--- config.mk ---
export PLATFORM = sky130hd
export DESIGN_NAME = filter_window_3x3
export DESIGN_NICKNAME = d
export VERILOG_FILES = /design/src/rtl/filter_window_3x3.sv
export SDC_FILE = /design/constraint.sdc
export NUM_CORES = 2
export LEC_CHECK = 0
export BUFFER_PORTS_ARGS = -buffer_cell sky130_fd_sc_hd__buf_2
export CAP_MARGIN = 30
export CORE_ASPECT_RATIO = 2
export CORE_MARGIN = 4
export CORE_UTILIZATION = 56
export CTS_CLUSTER_SIZE = 16
export DETAILED_ROUTE_END_ITERATION = 10
export GPL_ROUTABILITY_DRIVEN = 0
export MAX_ROUTING_LAYER = met4
export PLACE_DENSITY = 0.75
export SKIP_CTS_REPAIR_TIMING = 1
export SLEW_MARGIN = 20
export SYNTH_ARGS = -nofsm -noshare
export SYNTH_HDL_FRONTEND = slang
export SYNTH_SLANG_ARGS = --single-unit
--- constraint.sdc ---
create_clock -name sclk -period 3.9 [get_ports sclk]
set_input_delay 0.195 -clock sclk [delete_from_list [all_inputs] [get_ports sclk]]
set_output_delay 0.195 -clock sclk [all_outputs]
set_load 0.01 [all_outputs]
--- src/rtl/filter_window_3x3.sv ---
// filter_window_3x3: streaming 3x3 neighbourhood generator with two line buffers.
// Optional WINDOW_SOF_EN adds a sof input that realigns the frame on an accepted pixel.
module filter_window_3x3 #(
    parameter int LINE_WIDTH = 100,
    parameter int DATA_W     = 8
) (
    input  logic              sclk,
    input  logic              s_rst,
`ifdef WINDOW_SOF_EN
    input  logic              sof,
`endif
    input  logic [DATA_W-1:0] din,
    input  logic              data_valuable,
    output logic [DATA_W-1:0] Data00,
    output logic [DATA_W-1:0] Data01,
    output logic [DATA_W-1:0] Data02,
    output logic [DATA_W-1:0] Data10,
    output logic [DATA_W-1:0] Data11,
    output logic [DATA_W-1:0] Data12,
    output logic [DATA_W-1:0] Data20,
    output logic [DATA_W-1:0] Data21,
    output logic [DATA_W-1:0] Data22,
    output logic              dout_flag
);
    localparam int CW = (LINE_WIDTH > 1) ? $clog2(LINE_WIDTH) : 1;
    logic [CW-1:0] col_cnt, col_nxt, ptr;
    logic [1:0] row_cnt, row_nxt;
    logic start, last, flag_nxt;
    logic [DATA_W-1:0] lb1 [LINE_WIDTH];
    logic [DATA_W-1:0] lb2 [LINE_WIDTH];
    logic [DATA_W-1:0] lb1_q, lb2_q;
    logic [DATA_W-1:0] w [3][3];
`ifdef WINDOW_SOF_EN
    assign start = sof;
`else
    assign start = 1'b0;
`endif
    assign lb1_q = lb1[ptr];
    assign lb2_q = lb2[ptr];
    always_comb begin
        last     = col_cnt == CW'(LINE_WIDTH - 1);
        col_nxt  = start ? CW'(1) : last ? '0 : col_cnt + 1'b1;
        row_nxt  = start ? 2'd0 : (last && row_cnt != 2'd2) ? row_cnt + 1'b1 : row_cnt;
        flag_nxt = !start && row_cnt == 2'd2 && col_cnt >= CW'(2);
    end
    // Line-buffer pointer runs independently of sof so each buffer is always exactly one line deep.
    always_ff @(posedge sclk) begin
        if (data_valuable) begin
            lb1[ptr] <= din;
            lb2[ptr] <= lb1_q;
        end
    end
    always_ff @(posedge sclk or posedge s_rst) begin
        if (s_rst) begin
            col_cnt   <= '0;
            row_cnt   <= '0;
            ptr       <= '0;
            dout_flag <= 1'b0;
            w         <= '{default: '0};
        end else begin
            dout_flag <= data_valuable && flag_nxt;
            if (data_valuable) begin
                col_cnt <= col_nxt;
                row_cnt <= row_nxt;
                ptr     <= (ptr == CW'(LINE_WIDTH - 1)) ? '0 : ptr + 1'b1;
                for (int r = 0; r < 3; r++) begin
                    w[r][0] <= w[r][1];
                    w[r][1] <= w[r][2];
                end
                w[0][2] <= lb2_q;
                w[1][2] <= lb1_q;
                w[2][2] <= din;
            end
        end
    end
    assign {Data00, Data01, Data02} = {w[0][0], w[0][1], w[0][2]};
    assign {Data10, Data11, Data12} = {w[1][0], w[1][1], w[1][2]};
    assign {Data20, Data21, Data22} = {w[2][0], w[2][1], w[2][2]};
endmodule

After elaboration in Yosys (flattened, before gate mapping)
Memories as Yosys holds them, arrays and structs flattened. A register that Yosys moved wholly into a read port is not among the register bits.
Index checks and enable logic that the tools add are counted.
{"block": "totals", "romBits": 0, "mem_bits_rw": 1600, "in_bits": 11, "regBits": 81, "mem_count": 2, "elab_cells": 30, "latchBits": 0, "out_inout_bits": 73}
{"block": "classes", "mul": 0, "shift": 0, "addsub": 3, "muxes": 4, "n_bitwise": 0, "n_div": 0, "eq_ne": 4, "order_cmp": 1, "reduce_logical": 4}
{"name": "lb1", "depth": 100, "width": 8, "read_ports": 1, "rd_clocked_by_memory_dff": 0, "write_ports": 1, "line_no": "29", "source": "logic [DATA_W-1:0] lb1 [LINE_WIDTH];"}
{"name": "lb2", "depth": 100, "width": 8, "read_ports": 1, "rd_clocked_by_memory_dff": 1, "write_ports": 1, "line_no": "30", "source": "logic [DATA_W-1:0] lb2 [LINE_WIDTH];"}
{"cell": "adder 7 x 1 -> 7 bit (second input constant)", "count": 2}
{"cell": "== test 7 bit (second input constant)", "count": 2}
{"cell": "two-way mux 7 bit", "count": 2}
{"cell": ">= comparator 7 x 2 -> 1 bit (second input constant)", "count": 1}
{"cell": "logical AND 1 bit", "count": 3}
{"cell": "adder 2 x 1 -> 2 bit (second input constant)", "count": 1}
{"cell": "== test 2 bit (second input constant)", "count": 1}
{"cell": "two-way mux 1 bit", "count": 2}
{"cell": "!= test 2 bit (second input constant)", "count": 1}
{"cell": "AND reduction 2 bit", "count": 1}

Logic depth before layout (Yosys ltp)
{"block": "logic_depth", "depth_word": 3, "depth_mapped": 13, "mapped_depth_nobuf": 7}

Worst setup path before layout
Ideal clock, no wire load.
{"block": "synth_path", "path_kind": "register to register", "start": "register ptr[1]", "end": "memory lb2[0][0], data pin", "t_required_ns": 3.260, "synth_period_minus_slack_ns": 3.868, "arrival_ns": 3.228, "path_buffers": 5, "setup_time_ns": 0.640, "stages_incl_launch_ff": 12, "setup_slack_ns": 0.032, "cell_sequence": "dfrtp_1 > buf_6 > buf_8 > buf_4 > buf_2 > buf_2 > mux4_2 > nand2_1 > o21ai_0 > a31o_2 > nor4_1 > nand2_1"}
{"block": "synth_via", "elab_chain_len": 1}
{"element": "start, declared", "line_no": "26", "source": "logic [CW-1:0] col_cnt, col_nxt, ptr;"}
{"element": "start signal, assigned", "line_no": "65", "source": "ptr <= (ptr == CW'(LINE_WIDTH - 1)) ? '0 : ptr + 1'b1;"}
{"element": "memory read (100 x 8 bit)"}
{"element": "named net lb1_q[0]", "line_no": "31", "source": "logic [DATA_W-1:0] lb1_q, lb2_q;"}
{"element": "end, declared", "line_no": "30"}
The timed path passes the listed nets, and every way through them passes these cells.

Worst setup path after layout
{"block": "layout_path", "start": "register ptr[2]", "end": "register w, in the netlist Data12[4]"}
{"block": "layout_via", "elab_chain_len": 1}
{"element": "memory read (100 x 8 bit)"}
{"element": "named net lb1_q[4]", "line_no": "31"}
{"element": "end signal, assigned by index", "line_no": "67", "source": "w[r][0] <= w[r][1];"}
{"element": "end signal, assigned by index", "line_no": "68", "source": "w[r][1] <= w[r][2];"}
{"element": "end, declared", "line_no": "32", "source": "logic [DATA_W-1:0] w [3][3];"}
The timed path passes the listed nets, and every way through them passes these cells.
A chain may end at the register's enable or synchronous reset.

==> metrics.md <==
| Metric | Value |
|---|---|
| Outcome | `finished with violations` |
| Violated checks | `setup timing` |
| Share of the cycle needed by the critical path after routing | `100%` |
| Biggest area contributors in the synthesized netlist | `sky130_fd_sc_hd__edfxtp_1, sky130_fd_sc_hd__mux4_2, sky130_fd_sc_hd__dfrtp_1` |
| ANT nets after route | `0` |
| Number of sinks driven by the clock tree | `1689` |
| Layout area overhead | `14.0%` |
| TritonCTS clock tree | `yes` |
| Clock tree root buffer cell | `sky130_fd_sc_hd__clkbuf_16` |
| Fraction of registers with async set/reset | `5.27%` |
| Slew at the pin with the worst max-slew slack | `1.11 ns` |
| Data arrival time at the worst-slack endpoint | `4.55 ns` |
| Setup slack after layout | `-0.00637 ns` |
| Combined global-route utilization of all metal layers | `34.9%` |
| Post-DP HPWL | `133000 µm` |
| Synth warn | `0` |
| Final hold viol count | `0` |
| Slew margin rel. | `25.9%` |
| Floorplan die area | `123000 µm²` |
| Endpoint class of the critical path | `flop` |
| Fraction of final layout cells with drive strength greater than 1 | `24.3%` |
| Class of the most critical hold timing path | `in2reg` |
| Top cell type by total area after synthesis | `sky130_fd_sc_hd__edfxtp_1` |
| Count of final max-slew check failures | `0` |
| Maximum capacitance violations | `0` |
| Average vias per placed instance | `7.14` |
| #FFs+latches synth | `1689` |
| Remaining Overflow, GRT | `0` |
| Final period demand of the worst path | `3.91 ns` |
| Data required time at the worst endpoint | `4.54 ns` |
| Setup skew after layout | `0.0309 ns` |
| Final #Nets | `3955` |
| Top_reg_cell synth | `sky130_fd_sc_hd__edfxtp_1` |
| Standby leakage power | `0.0244 µW` |
| Chip Width | `250 µm` |
| Portion of synthesized cell area occupied by the leading cell type | `73.4%` |
| Top cell types by occurrence after synthesis | `sky130_fd_sc_hd__edfxtp_1, sky130_fd_sc_hd__nor2_1, sky130_fd_sc_hd__nand2_1` |
| Maximum fanout along the worst path | `37` |
| Initial Utilization | `56.3%` |
| Antenna violations before repair | `14` |
| Average wire per cell in the routed design | `37.5 µm` |
| Clock-pin slew on the worst setup and hold paths | `0.07 ns` |
| Starting DRC count in detailed routing | `6060` |
| Power consumption | `63400 µW` |
| Maximum number of pins on one net before global-route repair | `86` |
| Average cell area after synthesis | `18.2 µm²` |
| Count of standard-cell rows | `177` |
| Via count of the routed design | `39.7k` |
| Number of setup violations in the final report | `1` |
| Boundary Pins | `84` |
| Startpoint types | `flop` |
| Core footprint | `116000 µm²` |
| Max Root-Sink Buffers | `3` |
| Core occupancy in the finished layout | `64.1%` |
| Fraction of the yosys area taken by sequential cells | `76.8%` |
| Number of buffers inserted by port buffering | `83` |
| Mapped Cells | `3591` |
| Die height | `491 µm` |
| Worst supply voltage drop on vdd | `0.956 mV` |
| Maximum level of the CTS H-tree | `4` |
| RSZ-0062 raised after global routing | `no` |
| Worst-skew pair later-pin latency | `0.78 ns` |
| CP Class | `reg2reg` |
| Slack of the worst reg-to-reg path | `-0.006 ns` |
| DR DRC count | `0` |
| Total standard cell area after synthesis | `65400 µm²` |
| FMAX | `0.256 GHz` |
| TritonCTS Buffers | `135` |
| Power per cell area | `850 nW/µm²` |
| Count leader, synth | `sky130_fd_sc_hd__edfxtp_1` |
| First-pass GRT wire length | `294000 µm` |
| Layout fillers | `7541` |
| Post-route worst hold slack | `0.0780 ns` |
| First-pass iteration count of the detailed router | `7` |
| Net count after synthesis | `3606` |
| Vias in the first global route | `39.1k` |
| Netlist cell types | `76` |
| Leading registers by flop count | `lb1 (800), lb2 (800)` |
| Routed WL | `209000 µm` |
| Number of synthesized flops with an enable pin | `1600` |
## cells in the final DEF (no fill, tap or decap), drive strengths merged, types with 7 or more instances in the layout
cell type and count:
edfxtp 1600, buf 451, nor2 206, nand2 183, mux4 173, clkbuf 171
a221oi 150, mux2i 120, mux2 116, a21oi 110, a22oi 94, o21ai 94
dfrtp 89, clkinv 46, o22ai 41, nand3 39, a31oi 26, a222oi 23
nor3 23, inv 19, a22o 15, nor2b 15, o211ai 14, a221o 13
o221ai 13, diode 12, and3 12, nor4 12, a21bo 11, o31ai 10
dlygate4sd3 9, and2 9, a211oi 8, xnor2 8, bufinv 8, o2111ai 8
or3 7
## critical path, cell delays in order, from the launching register on
cell and delay, ns:
sky130_fd_sc_hd__dfrtp_4 0.53, sky130_fd_sc_hd__buf_12 0.19, sky130_fd_sc_hd__nor2b_4 0.21, sky130_fd_sc_hd__buf_4 0.29, sky130_fd_sc_hd__a22oi_1 0.27, sky130_fd_sc_hd__o22ai_1 0.11
sky130_fd_sc_hd__o21ai_0 0.45, sky130_fd_sc_hd__o2111ai_2 0.44, sky130_fd_sc_hd__or4_4 0.73, sky130_fd_sc_hd__buf_12 0.22, sky130_fd_sc_hd__mux2_4 0.27
## cell families after synthesis
| family | after synthesis | share of synthesized area (%) |
|---|---|---|
| fa+ha+maj | 4 | 0.0765 |
| xor+xnor | 9 | 0.120 |
| simple gates | 526 | 3.45 |
| buf+inv | 261 | 1.95 |
| compound gates | 693 | 7.76 |
| mux | 409 | 9.79 |
| flops | 1689 | 76.8 |
## routing by layer
layer | up-vias | global-route usage [%] | routed length (µm)
li1 | 15300 | - | -
met1 | 19600 | 38.8 | 60200
met2 | 3645 | 53.7 | 98500
met3 | 1135 | 8.19 | 25900
met4 | 0 | 28.9 | 24000
met5 | - | - | 0
## worst paths after layout
check,startpoint,endpoint,cells after the start
max,ptr[2],Data12[4],10
min,din[7],lb1[8][7],1
max reg2reg,ptr[2],Data12[4],10
min reg2reg,row_cnt[0],row_cnt[0],1
max in group asynchronous,s_rst,Data20[0],4
min in group asynchronous,s_rst,Data12[5],3
## where the power goes
group,switching (µW),internal (µW),total (µW),leakage (µW)
sequential,625,24700,25300,0.0154
clock,6220,7140,13400,0.00205
combinational,16800,7950,24800,0.00690
## stage by stage
stage               std cells  setup slack (ns)  TNS [ns]  area [µm²]
floorplan                3591            0.0319         0       65400
global placement         5306             0.164         0       70100
detailed placement       5311             0.239         0       70200
CTS                      5543             0.207         0       74400
global route             5566           0.00550         0       74600
finish                   5568          -0.00637  -0.00637       74600
## final cells by class
type                            instances  area [µm²]  area share (%)
Clock inverter                         62         536           0.718
Tap cell                             1521        1900            2.55
Antenna cell                           12        30.0          0.0403
Timing Repair Buffer                  461        4090            5.48
Clock buffer                          170        3630            4.87
Inverter                               12        51.3          0.0688
Multi-Input combinational cell       1641       14000            18.8
Sequential cell                      1689       50300            67.4
Note: power is estimated with default switching activity, not from simulation.
